--- src/rtl/rr_arbiter4_2_if.sv ---
`default_nettype none
// ============================================================================
// Module   : rr_arbiter4_2_if
// Brief    : Request/grant bundle between four requesters and the arbiter.
// Revision : 1.0 - initial release
// ============================================================================
interface rr_arbiter4_2_if;
    logic [3:0] req;
    logic [3:0] gnt;
    logic [1:0] gnt_idx;
    logic       gnt_valid;
    logic       timeout;

    // Requesters drive req and observe the grant.
    modport master (
        output req,
        input  gnt,
        input  gnt_idx,
        input  gnt_valid,
        input  timeout
    );

    // The arbiter consumes req and drives the grant.
    modport slave (
        input  req,
        output gnt,
        output gnt_idx,
        output gnt_valid,
        output timeout
    );
endinterface
`default_nettype wire

--- src/rtl/rr_arbiter4_2.sv ---
`default_nettype none
// ============================================================================
// Module   : rr_arbiter4_2
// Brief    : Four-way round-robin arbiter with registered one-hot and encoded
//            grant, plus a hold timeout that forces release of the owner.
// Revision : 1.0 - initial release
// ============================================================================
module rr_arbiter4_2 #(
    parameter int MAX_HOLD = 8,
    parameter int CNT_W    = 8
) (
    input  wire logic          clk,
    input  wire logic          rst_n,
    rr_arbiter4_2_if.slave     bus
);

    typedef enum logic [1:0] {
        S_IDLE    = 2'd0,
        S_GRANT   = 2'd1,
        S_RELEASE = 2'd2
    } state_t;

    localparam logic [CNT_W-1:0] c_max_hold = CNT_W'(MAX_HOLD);
    localparam logic [CNT_W-1:0] c_cnt_one  = CNT_W'(1);

    state_t           r_state;
    state_t           w_state_nxt;
    logic [1:0]       r_ptr;
    logic [1:0]       w_ptr_nxt;
    logic [CNT_W-1:0] r_cnt;
    logic [CNT_W-1:0] w_cnt_nxt;
    logic [3:0]       r_gnt;
    logic [3:0]       w_gnt_nxt;
    logic [1:0]       r_gnt_idx;
    logic [1:0]       w_gnt_idx_nxt;
    logic             r_gnt_valid;
    logic             w_gnt_valid_nxt;
    logic             r_timeout;
    logic             w_timeout_nxt;

    logic             w_pick_found;
    logic [1:0]       w_pick_idx;
    logic [1:0]       w_cand;

    // First requester at or after the pointer, wrapping modulo 4.
    always_comb begin
        w_pick_found = 1'b0;
        w_pick_idx   = 2'd0;
        w_cand       = 2'd0;
        for (int k = 0; k < 4; k++) begin
            w_cand = r_ptr + 2'(k);
            if (!w_pick_found && bus.req[w_cand]) begin
                w_pick_found = 1'b1;
                w_pick_idx   = w_cand;
            end
        end
    end

    always_comb begin
        w_state_nxt     = r_state;
        w_ptr_nxt       = r_ptr;
        w_cnt_nxt       = r_cnt;
        w_gnt_nxt       = r_gnt;
        w_gnt_idx_nxt   = r_gnt_idx;
        w_gnt_valid_nxt = r_gnt_valid;
        w_timeout_nxt   = 1'b0;

        case (r_state)
            S_GRANT: begin
                // A voluntary drop wins over the timeout when both coincide.
                if (!bus.req[r_gnt_idx] || (r_cnt == c_max_hold)) begin
                    w_timeout_nxt   = bus.req[r_gnt_idx];
                    w_gnt_nxt       = 4'b0000;
                    w_gnt_idx_nxt   = 2'd0;
                    w_gnt_valid_nxt = 1'b0;
                    w_ptr_nxt       = r_gnt_idx + 2'd1;
                    w_state_nxt     = S_RELEASE;
                end else begin
                    w_cnt_nxt = r_cnt + c_cnt_one;
                end
            end

            default: begin
                // IDLE and the RELEASE bubble both arbitrate with the current pointer.
                if (w_pick_found) begin
                    w_gnt_nxt       = 4'b0001 << w_pick_idx;
                    w_gnt_idx_nxt   = w_pick_idx;
                    w_gnt_valid_nxt = 1'b1;
                    w_cnt_nxt       = c_cnt_one;
                    w_state_nxt     = S_GRANT;
                end else begin
                    w_gnt_nxt       = 4'b0000;
                    w_gnt_idx_nxt   = 2'd0;
                    w_gnt_valid_nxt = 1'b0;
                    w_state_nxt     = S_IDLE;
                end
            end
        endcase
    end

    always_ff @(posedge clk or negedge rst_n) begin
        if (!rst_n) begin
            r_state     <= S_IDLE;
            r_ptr       <= 2'd0;
            r_cnt       <= '0;
            r_gnt       <= 4'b0000;
            r_gnt_idx   <= 2'd0;
            r_gnt_valid <= 1'b0;
            r_timeout   <= 1'b0;
        end else begin
            r_state     <= w_state_nxt;
            r_ptr       <= w_ptr_nxt;
            r_cnt       <= w_cnt_nxt;
            r_gnt       <= w_gnt_nxt;
            r_gnt_idx   <= w_gnt_idx_nxt;
            r_gnt_valid <= w_gnt_valid_nxt;
            r_timeout   <= w_timeout_nxt;
        end
    end

    assign bus.gnt       = r_gnt;
    assign bus.gnt_idx   = r_gnt_idx;
    assign bus.gnt_valid = r_gnt_valid;
    assign bus.timeout   = r_timeout;

endmodule
`default_nettype wire
--- src/flat_wrapper.sv ---
// flat-port wrapper written by rule: the top's interface ports become plain ports
module rr_arbiter4_2_flat 
#(
    parameter int MAX_HOLD = 8,
    parameter int CNT_W    = 8
)
  (clk, rst_n, bus_req, bus_gnt, bus_gnt_idx, bus_gnt_valid, bus_timeout);
  rr_arbiter4_2_if bus_i ();
  input  wire logic clk;
  input  wire logic rst_n;
  input wire logic [$bits(bus_i.req)-1:0] bus_req;
  output wire logic [$bits(bus_i.gnt)-1:0] bus_gnt;
  output wire logic [$bits(bus_i.gnt_idx)-1:0] bus_gnt_idx;
  output wire logic [$bits(bus_i.gnt_valid)-1:0] bus_gnt_valid;
  output wire logic [$bits(bus_i.timeout)-1:0] bus_timeout;
  assign bus_i.req = bus_req;
  assign bus_gnt = bus_i.gnt;
  assign bus_gnt_idx = bus_i.gnt_idx;
  assign bus_gnt_valid = bus_i.gnt_valid;
  assign bus_timeout = bus_i.timeout;
  rr_arbiter4_2 #(.MAX_HOLD(MAX_HOLD), .CNT_W(CNT_W)) u_core (.clk(clk), .rst_n(rst_n), .bus(bus_i));
endmodule
--- config.mk ---
export PLATFORM = sky130hd
export DESIGN_NAME = rr_arbiter4_2_flat
export DESIGN_NICKNAME = d
export VERILOG_FILES = /design/src/rtl/rr_arbiter4_2_if.sv /design/src/rtl/rr_arbiter4_2.sv /design/src/flat_wrapper.sv
export SDC_FILE = /design/constraint.sdc
export NUM_CORES = 1
export LEC_CHECK = 0
export ABC_CLOCK_PERIOD_IN_PS = 4000
export CAP_MARGIN = 20
export CORE_MARGIN = 3
export CORE_UTILIZATION = 50
export CTS_CLUSTER_DIAMETER = 120
export CTS_CLUSTER_SIZE = 12
export DETAILED_ROUTE_END_ITERATION = 7
export PLACE_DENSITY = 0.76
export SLEW_MARGIN = 20
export SYNTH_ARGS = -nofsm -noshare
export SYNTH_HDL_FRONTEND = slang
export SYNTH_SLANG_ARGS = --single-unit
--- constraint.sdc ---
create_clock -name clk -period 4 [get_ports clk]
set_clock_uncertainty 0.05 [all_clocks]
set_input_delay 0.8 -clock clk [delete_from_list [all_inputs] [get_ports clk]]
set_output_delay 0.8 -clock clk [all_outputs]
set_load 0.03 [all_outputs]
==> Yosys cells after proc, flatten, opt, wreduce, memory -nomap -nowiden <==
Index checks and enable logic that the tools add are counted.
{ "totals": {"ff_bits": 20, "input_bits": 6, "elab_cells": 68, "output_inout_bits": 8} }
{ "op_classes": {"mux": 35, "reduce_logical": 11, "order_cmp": 5, "eq_ne": 4, "add_sub_neg": 5, "shift": 1} }
{ "ops": {"columns": ["cell", "count"], "rows": [
  ["8-bit two-way mux", 3],
  ["2-bit two-way mux", 9],
  ["2-bit by 3-bit less-than comparator with 1-bit output, second input constant", 5],
  ["1-bit two-way mux", 15],
  ["4-bit two-way mux", 3],
  ["1-bit binary-select mux with 2-bit select", 5],
  ["8-bit by 1-bit adder with 8-bit output, second input constant", 1],
  ["8-bit by 4-bit == test with 1-bit output, second input constant", 1],
  ["2-bit by 1-bit adder with 2-bit output, second input constant", 2],
  ["2-bit adder, second input constant", 2],
  ["1-bit logical NOT", 4],
  ["2-bit AND reduction", 2],
  ["1-bit by 2-bit << shifter with 4-bit output, first input constant", 1],
  ["1-bit logical AND", 3],
  ["2-bit by 1-bit == test with 1-bit output, second input constant", 1],
  ["2-bit by 1-bit != test with 1-bit output, second input constant", 1],
  ["2-bit != test, second input constant", 1],
  ["2-bit nonzero test", 1],
  ["1-bit logical OR", 1]
]} }

==> Logic depth before layout (Yosys ltp) <==
Gate-level depths: netlist (run 1).
{ "depth": {"ltp_word": 15, "depth_mapped": 6, "ltp_nobuf": 6} }

==> Worst setup path after synthesis (run 1) <==
Ideal clock, no wire load.
{ "synth_path": {"path_kind": "in2reg", "startpoint": "in bus_req[3]", "endpoint": "reg u_core.r_ptr[1]", "slack_ps": 1980, "setup_time_ps": 128, "path_stages": 3, "n_path_buf": 0, "required_time_ps": 3822, "arrival_ps": 1843, "path_cell_list": "mux4_2 > a21boi_2 > mux2_1"} }
{ "synth_via": {"elab_chain_len": 5} }
{ "synth_rtl": {"columns": ["item", "line", "source"], "rows": [
  ["start: declaration", "flat_wrapper.sv:11", "input wire logic [$bits(bus_i.req)-1:0] bus_req;"],
  ["1-bit binary-select mux with 2-bit select", "rr_arbiter4_2.sv:71", "if (!bus.req[r_gnt_idx] || (r_cnt == c_max_hold)) begin"],
  ["1-bit two-way mux (implied by the code)", "rr_arbiter4_2.sv:71", null],
  ["1-bit logical NOT", "rr_arbiter4_2.sv:71", null],
  ["1-bit logical OR", "rr_arbiter4_2.sv:71", null],
  ["2-bit AND reduction (no source line)", null, null],
  ["end signal: assignment", "rr_arbiter4_2.sv:112", "r_ptr <= w_ptr_nxt;"],
  ["end: declaration", "rr_arbiter4_2.sv:28", "logic [1:0] r_ptr;"]
]} }
Every way passes these cells. The select of a mux whose other input is x is not followed.
A chain may end at the register's enable or synchronous reset.

==> Final worst setup path (run 1) <==
{ "layout_path": {"startpoint": "reg u_core.r_gnt_idx[0], in the netlist u_core.bus.gnt_idx[0]", "endpoint": "out bus_gnt_idx[0]"} }
{ "layout_rtl": {"columns": ["item", "line", "source"], "rows": [
  ["start: declaration", "rr_arbiter4_2.sv:34", "logic [1:0] r_gnt_idx;"],
  ["start signal: assignment", "rr_arbiter4_2.sv:115", "r_gnt_idx <= w_gnt_idx_nxt;"],
  ["end: declaration", "flat_wrapper.sv:13", "output wire logic [$bits(bus_i.gnt_idx)-1:0] bus_gnt_idx;"]
]} }
No word-level cell between the ends.

==> results of run 1 <==
worst paths after layout:
kind | from | endpoint | slack, ns
worst max-delay path | u_core.bus.gnt_idx[0] | bus_gnt_idx[0] | 1.69
worst min-delay path | u_core.r_cnt[7] | u_core.r_cnt[7] | 0.43
worst max register to register | u_core.r_cnt[0] | u_core.r_cnt[1] | 2.05
worst min register to register | u_core.r_cnt[7] | u_core.r_cnt[7] | 0.43
max in group asynchronous | rst_n | u_core.bus.gnt[3] | 2.47
min in group asynchronous | rst_n | u_core.r_ptr[0] | 0.93
flip-flops by register name, indices dropped and copies added (netlist names):
name,flops
u_core.bus.gnt_idx,2
u_core.r_ptr,2
u_core.bus.timeout,1
u_core.bus.gnt,4
u_core.r_state,2
u_core.r_cnt,8
stage by stage:
stage                     utilization (%)  instance area [sq um]
after detailed placement             63.9                   1140
after global routing                 65.4                   1170
after floorplan                         -                    982
after CTS                            65.4                   1170
final                                65.4                   1170
after global placement               63.9                   1140
area by class of cell:
class / instances / area, sq um
clock buffers: 4 / 26.3
fillers: 137 / 617
inverters: 3 / 11.3
multi-input cells: 63 / 492
flip-flops and latches: 19 / 475
well taps: 25 / 31.3
repair buffers: 13 / 130
report_power, final:
part	leakage (nW)	switching [mW]	internal [mW]
logic	0.243	0.214	0.172
clock network	0.0150	0.0533	0.0387
registers	0.246	0.0554	0.249
per-layer routing:
| metal | up-vias | wire length, um | track usage (%) |
|---|---|---|---|
| met2 | 13 | 772 | 24.1 |
| met1 | 336 | 881 | 22.2 |
| li1 | 362 | - | - |
| met3 | 2 | 61 | 3.56 |
| met4 | 0 | 24 | 8.07 |
| met5 | - | 0 | 0 |
cell usage in the layout (no fill, tap or decap), types with 3 or more instances in the layout:
cell type,netlist,final
a21o_1,3,3
a32o_1,4,4
clkbuf_4,0,3
clkdlybuf4s50_1,0,13
dfrtp_1,19,19
inv_1,3,3
mux2i_1,4,4
nand2_1,5,5
nor2_1,8,8
xor2_1,3,3
cell families after synthesis:
logic type	share of synthesized area, %
buf+inv	1.53
mux	9.04
simple gates	18.0
flops	48.4
xor+xnor	2.68
compound gates	17.8
fa+ha+maj	2.55
==> results.ini, run 1 <==
[status]
status = complete, no violations

[power_and_ir_drop]
p_leak_nw = 0.504
power_consumption_mw = 0.783
vdd_drop_max_mv = 0.449
p_per_area_mw_per_mm2 = 671

[placed_design]
place_congestion = 0.812
post-place-ws_ns = 1.42
placedCellCount = 123
buffer_ports.inserted = 13
detailedPlacementHpwl_mm = 1.33

[cts]
cts_tree = yes
cts-buffers-inserted = 3
htree_levels = 1
cts_buffer_depth = 2
clk_pin_slew_worst_paths_ns = 0.10
cts_hold_repair.buffers = 0
ctsRootBufferMaster = clkbuf_4
insertion_delay_ns = 0.28
cts-resized-gates = 0
cts.sink_count = 19
cts_setup_buffers = 0

[floorplanning]
fp.coreArea_sq_mm = 0.00178
die-height_um = 50.3
initial_cell_density_of_the_core_pct = 55.1
die_area_sq_mm = 0.00253
io-pin-count = 14
die_w_um = 50.3
fp-row-count = 15

[synth]
cell_accounting_for_the_most_synthesized_area = dfrtp_1
postSynth.asyncResetShare_pct = 100
ys_seq_elements = 19
cell_area_after_technology_mapping_sq_um = 982
netlist_instances = 86
yosys-top-cells-count = 19 x dfrtp_1, 8 x nor2_1, 5 x nand2_1
leading_post_synthesis_cells_by_cell_area = dfrtp_1 48%, a32o_1 4.1%, mux2i_1 4.1%
synth.top_cell.area_share_pct = 48.4
yosys.cell_count.top_type = dfrtp_1
synth_top_flop_cell = dfrtp_1
number_of_enable_type_register_cells_in_the_synthesized_netlist = 0
synthesis.yosys.warnings = 0
synth_area_per_cell_sq_um = 11.4
yosysSeqAreaShare_pct = 48.4
syn-num-nets = 94
synth.distinct_cells = 37

[setup_path]
crit_arrival_ns = 1.46
crit_path_category = reg2out
critical_path.startpoint_type = register
cp-end-kind = output pin
path_cells = clkdlybuf4s50_1
worst_reg2reg_path_depth = 6
cp.required_ns = 3.15
cp.depth = 1
cp_max_stage_delay_ns = 0.71
cp.buffers_inverters = 1
crit_fanout = 5
critical_path_cell_with_the_highest_stage_delay = clkdlybuf4s50_1
cell_family_with_most_cp_delay = buffers and inverters

[sta]
final_number_of_hold_violating_endpoints = 0
min_period_ns = 2.31
timing.fmax_ghz = 0.434
finalSetupViolations = 0
timing.slew.headroom_pct = 45.6
unrepaired_setup_endpoints_after_global_routing = false
finalMaxSlewViolations = 0
final_min_period_over_clock_period_pct = 57.6
setup-tns-final_ns = 0
final.setup.worst_slack_ns = 1.69
final_layout_worst_hold_slack_ns = 0.426
worst_slew_pin_slew_ns = 0.814

[grt]
grt_overflow_total = 0
antenna_found_initial = 0
grt_pass1_vias = 691
track_usage_pct = 16.2
grt_max_degree = 20
grt_first_pass_wirelength_mm = 3.12

[routing]
number_of_design_rule_violations_left_by_the_first_detailed_router_iteration = 19
via_count = 713
drt_first_pass_iters = 4
detail_route.vias_per_cell = 5.61
post-route-drc-count = 0
wirelength_mm = 1.74
final_antenna_net_count = 0
detail_route.wl_per_cell_um = 13.7

[layout]
layout.cells.non_filler = 127
drive_above_1_share_pct = 9.80
area_growth_syn_to_layout_pct = 18.7
antenna_cells_inserted = 0
fin_nets = 111

[run]
drv_cap = 0

[min_path]
worstHoldPathCells = 1
timing.hold.worst.class = reg2reg

(Power assumes the default switching activity.)
==> inputs of run 2 (changes only) <==
--- a/config.mk
+++ b/config.mk
@@ -5,14 +5,14 @@
 export SDC_FILE = /design/constraint.sdc
 export NUM_CORES = 1
 export LEC_CHECK = 0
-export ABC_CLOCK_PERIOD_IN_PS = 4000
+export ABC_CLOCK_PERIOD_IN_PS = 2000
 export CAP_MARGIN = 20
 export CORE_MARGIN = 3
-export CORE_UTILIZATION = 50
+export CORE_UTILIZATION = 47
 export CTS_CLUSTER_DIAMETER = 120
 export CTS_CLUSTER_SIZE = 12
 export DETAILED_ROUTE_END_ITERATION = 7
-export PLACE_DENSITY = 0.76
+export PLACE_DENSITY = 0.75
 export SLEW_MARGIN = 20
 export SYNTH_ARGS = -nofsm -noshare
 export SYNTH_HDL_FRONTEND = slang
==> constraint.sdc (replaced) <==
create_clock -name clk -period 2 [get_ports clk]
set_clock_uncertainty 0.05 [all_clocks]
set_input_delay 0.4 -clock clk [delete_from_list [all_inputs] [get_ports clk]]
set_output_delay 0.4 -clock clk [all_outputs]
set_load 0.03 [all_outputs]
==> results.ini, run 2 (synthesis gave the netlist of run 1 again) <==
[power_and_ir_drop]
vdd_drop_max_mv = 0.913
p_leak_nw = 0.568
p_per_area_mw_per_mm2 = 1380
power_consumption_mw = 1.75

[setup_path]
critical_path.startpoint_type = register
timing.rr.end = u_core.r_ptr[1]
crit_arrival_ns = 2.06
crit_fanout = 3
worst_reg2reg_path_depth = 6
critical_path.endpoint = u_core.r_ptr[1]
critical_path_cell_with_the_highest_stage_delay = or4_4
crit_path_category = reg2reg
cp_max_stage_delay_ns = 0.45
cp.required_ns = 2.14
reg2reg_from = u_core.r_cnt[1]
path_cells = inv_1 > ha_1 > nand4bb_1 > or4_4 > a21boi_2 > mux2_1
crit_path_start = u_core.r_cnt[1]
timing.reg2reg.setup_slack_ns = 0.08
cp-end-kind = register

[floorplanning]
fp-row-count = 15
die_area_sq_mm = 0.00267
fp.coreArea_sq_mm = 0.00184
die-height_um = 51.7
initial_cell_density_of_the_core_pct = 53.4
die_w_um = 51.7
io-pin-count = 14

[placed_design]
buffer_ports.inserted = 13
place_congestion = 0.781
detailedPlacementHpwl_mm = 1.51

[routing]
post-route-drc-count = 0
drt_first_pass_iters = 4
number_of_design_rule_violations_left_by_the_first_detailed_router_iteration = 26
detail_route.wl_per_cell_um = 14.5
via_count = 806
detail_route.vias_per_cell = 5.80
final_antenna_net_count = 0
wirelength_mm = 2.01

[layout]
fin_nets = 123
register_with_the_most_flip_flops = u_core.r_cnt
antenna_cells_inserted = 0
final_cell_mix = 19 x dfrtp_1, 13 x clkdlybuf4s50_1, 11 x buf_4, 8 x nor2_1, 5 x nand2_1
area_growth_syn_to_layout_pct = 29.2
finish.utilization_pct = 69.0
largest_register_ffs = 8
mostFrequentLayoutCell = dfrtp_1
fill_cells = 143
drive_above_1_share_pct = 19.3

[grt]
grt_max_degree = 20
grt_first_pass_wirelength_mm = 3.43
track_usage_pct = 17.4
grt_overflow_total = 0
antenna_found_initial = 0
grt_pass1_vias = 764

[sta]
worst_slew_pin_slew_ns = 0.398
finalSetupViolations = 0
finalMaxSlewViolations = 0
min_period_ns = 1.92
final_number_of_hold_violating_endpoints = 0
unrepaired_setup_endpoints_after_global_routing = false
setup-tns-final_ns = 0
final_min_period_over_clock_period_pct = 96.1
final_layout_worst_hold_slack_ns = 0.372
timing.fmax_ghz = 0.521
timing.slew.headroom_pct = 73.2

[cts]
insertion_delay_ns = 0.29
htree_levels = 1
cts_hold_repair.buffers = 0
cts_tree = yes
clk_pin_slew_worst_paths_ns = 0.10
cts.sink_count = 19
cts_setup_buffers = 0
cts_buffer_depth = 2
cts-resized-gates = 0
cts-buffers-inserted = 3
ctsRootBufferMaster = clkbuf_4

[status]
status = complete, no violations

[min_path]
timing.hold.worst.class = in2async

[run]
drv_cap = 0

run 2: cell types whose count changed in the layout (fill, tap and decap cells not counted), sizes merged:
cell,delta
buf,+12
run 2: per-stage QoR:
step | area, sq um | worst slack [ns] | std cells
2_1_floorplan | 982 | 0.114 | 86
3_3_place_gp | 1240 | -0.0589 | 135
3_5_place_dp | 1240 | -0.0919 | 135
4_1_cts | 1270 | 0.0599 | 139
5_1_grt | 1270 | 0.00496 | 139
6_report | 1270 | 0.0790 | 139
run 2: final cells by class:
type	instances	area (sq um)	share of cell area (%)
inverters	3	11.3	0.888
repair buffers	25	233	18.3
clock buffers	4	26.3	2.07
multi-input cells	63	492	38.8
flip-flops and latches	19	475	37.5
well taps	25	31.3	2.47
run 2: where the power goes:
group	total, mW	leakage [nW]	internal [mW]	switching, mW
Sequential	0.615	0.246	0.498	0.117
Clock	0.189	0.0150	0.0777	0.111
Combinational	0.946	0.307	0.470	0.476
run 2: worst min path at each step:
stage | start | end | cells after the start
final | rst_n | u_core.r_ptr[0] | 2
after global routing | rst_n | u_core.r_cnt[2] | 2
after CTS | rst_n | u_core.r_cnt[2] | 2
after detailed placement | u_core.r_cnt[7] | u_core.r_cnt[7] | 1
after global placement | u_core.r_cnt[7] | u_core.r_cnt[7] | 1
after floorplan | rst_n | u_core.bus.gnt[0] | 0
run 2: layer usage:
| layer | track usage (%) | routed length [um] | part of all wire, % |
|---|---|---|---|
| met2 | 26.7 | 926 | 46 |
| met3 | 6.30 | 132 | 6.6 |
| met5 | 0 | 0 | 0 |
| met1 | 23.9 | 940 | 47 |
| met4 | 2.62 | 13 | 0.65 |
run 2: worst max-delay path: cells and delay by family (launching register included):
family                   cells  cell delay, ns
multiplexers                 1            0.33
AND/OR/NAND/NOR              2            0.59
adder cells (fa/ha/maj)      1            0.15
AO/OA/AOI/OAI                1            0.18
flip-flops                   1            0.41
buffers and inverters        1            0.10
==> RTL change, RTL diff (settings of run 2) <==
`CNT_W` is set to 8 in 2 places; all go to 7.
--- a/src/rtl/rr_arbiter4_2.sv
+++ b/src/rtl/rr_arbiter4_2.sv
@@ -7,7 +7,7 @@
 // ============================================================================
 module rr_arbiter4_2 #(
     parameter int MAX_HOLD = 8,
-    parameter int CNT_W    = 8
+    parameter int CNT_W    = 7
 ) (
     input  wire logic          clk,
     input  wire logic          rst_n,
--- a/src/flat_wrapper.sv
+++ b/src/flat_wrapper.sv
@@ -2,7 +2,7 @@
 module rr_arbiter4_2_flat 
 #(
     parameter int MAX_HOLD = 8,
-    parameter int CNT_W    = 8
+    parameter int CNT_W    = 7
 )
   (clk, rst_n, bus_req, bus_gnt, bus_gnt_idx, bus_gnt_valid, bus_timeout);
   rr_arbiter4_2_if bus_i ();
Check against the original RTL: same outputs for any inputs over 10 cycles, from zero or initial values and one cycle with rst_n low; that may be too few to reach the edited logic, so the function may still have changed.
==> RTL change against run 2 <==
- wire length shrank 6.4%
- final area is 2.1% lower
- critical endpoint is now u_core.r_cnt[2]
- first-iteration DRC count is 77% lower
- area after synthesis down 3.7%
- total power rose by 0.49%
- setup slack improved by 0.034 ns
- critical path type unchanged
- clock power is 15% higher
- sequential cell count decreased by 1
- largest power group unchanged
==> RTL change: results <==
group,metric,value,unit
run_status,status,"finished, final reports clean",
layout,fin_nets,126,
grt,grt_pass1_vias,787,
worst_setup_path,crit_end,"u_core.r_cnt[2]",
worst_setup_path,cp_max_fo,8,
worst_setup_path,startpoint,"u_core.r_cnt[4]",
grt,grt_pass1_wl,3.37,mm
synthesis,synth_area_per_cell,10.9,µm²
detailed_routing,drt-initial-drc-count,6,
synthesis,yosysSeqAreaShare,47.6,%
timing,tightest_slew,0.318,ns
worst_setup_path,slowest_delay,0.55,ns
synthesis,synth_fp_nets,95,
worst_setup_path,critical_path_arrival,2.02,ns
worst_setup_path,slowest_stage,"or4b_4",
layout,stdcell_count,142,
synthesis,synth.distinct_cells,32,
power,vdd_drop_max,914,µV
timing,fmax,530,MHz
grt,grt_max_degree,19,
detailed_routing,dr_total_vias,768,
placed_design,routabilityCongestion,0.760,
synthesis,synthTopCellsByArea,"dfrtp_1, mux2i_1, nand2_1",
layout,largest_reg_flops,7,
power,p_leak,0.636,nW
RTL change: cell types whose count changed in the layout (fill, tap and decap cells not counted), moves of 3 or more:
cell / before / now
nand2_1: 5 / 11
nor2_1: 8 / 2
buf_4: 11 / 15
and3_1: 0 / 3
nand2b_1: 2 / 5
a32o_1: 4 / 0
RTL change: stage by stage:
stage	utilization [%]	area, µm²
finish	68.2	1240
global route	68.2	1240
CTS	68.1	1240
detailed placement	66.1	1200
global placement	66.1	1200
floorplan	-	946
RTL change: where the power goes:
group | leakage (nW) | switching (mW) | internal (mW)
Sequential | 0.232 | 0.0970 | 0.487
Clock | 0.0210 | 0.107 | 0.111
Combinational | 0.383 | 0.502 | 0.455
Total | 0.636 | 0.706 | 1.05
RTL change: layout make-up:
cell class / count / area, µm²
Fill cell: 150 / 578
Multi-Input combinational cell: 62 / 460
Sequential cell: 18 / 450
Timing Repair Buffer: 28 / 245
Clock buffer: 4 / 36.3
Tap cell: 25 / 31.3
Inverter: 5 / 18.8
RTL change: kinds of logic (layout without fill, tap and decap cells):
logic type	count (synthesis)	in the layout	synth area share, %
AOI/OAI and AO/OA	17	17	14.6
xor gates and xnor gates	1	1	0.926
adders and majority gates	2	2	2.65
buffers and inverters	7	37	3.70
DFF	18	18	47.6
muxes	8	8	9.92
and+or+nand+nor	34	34	20.6
RTL change: layer usage:
metal	global-route usage, %	routed length [µm]	up-vias
met5	0	0	-
met4	5.38	13	0
met3	6.71	80	2
met2	26.7	862	14
met1	23.0	927	374
li1	-	-	378
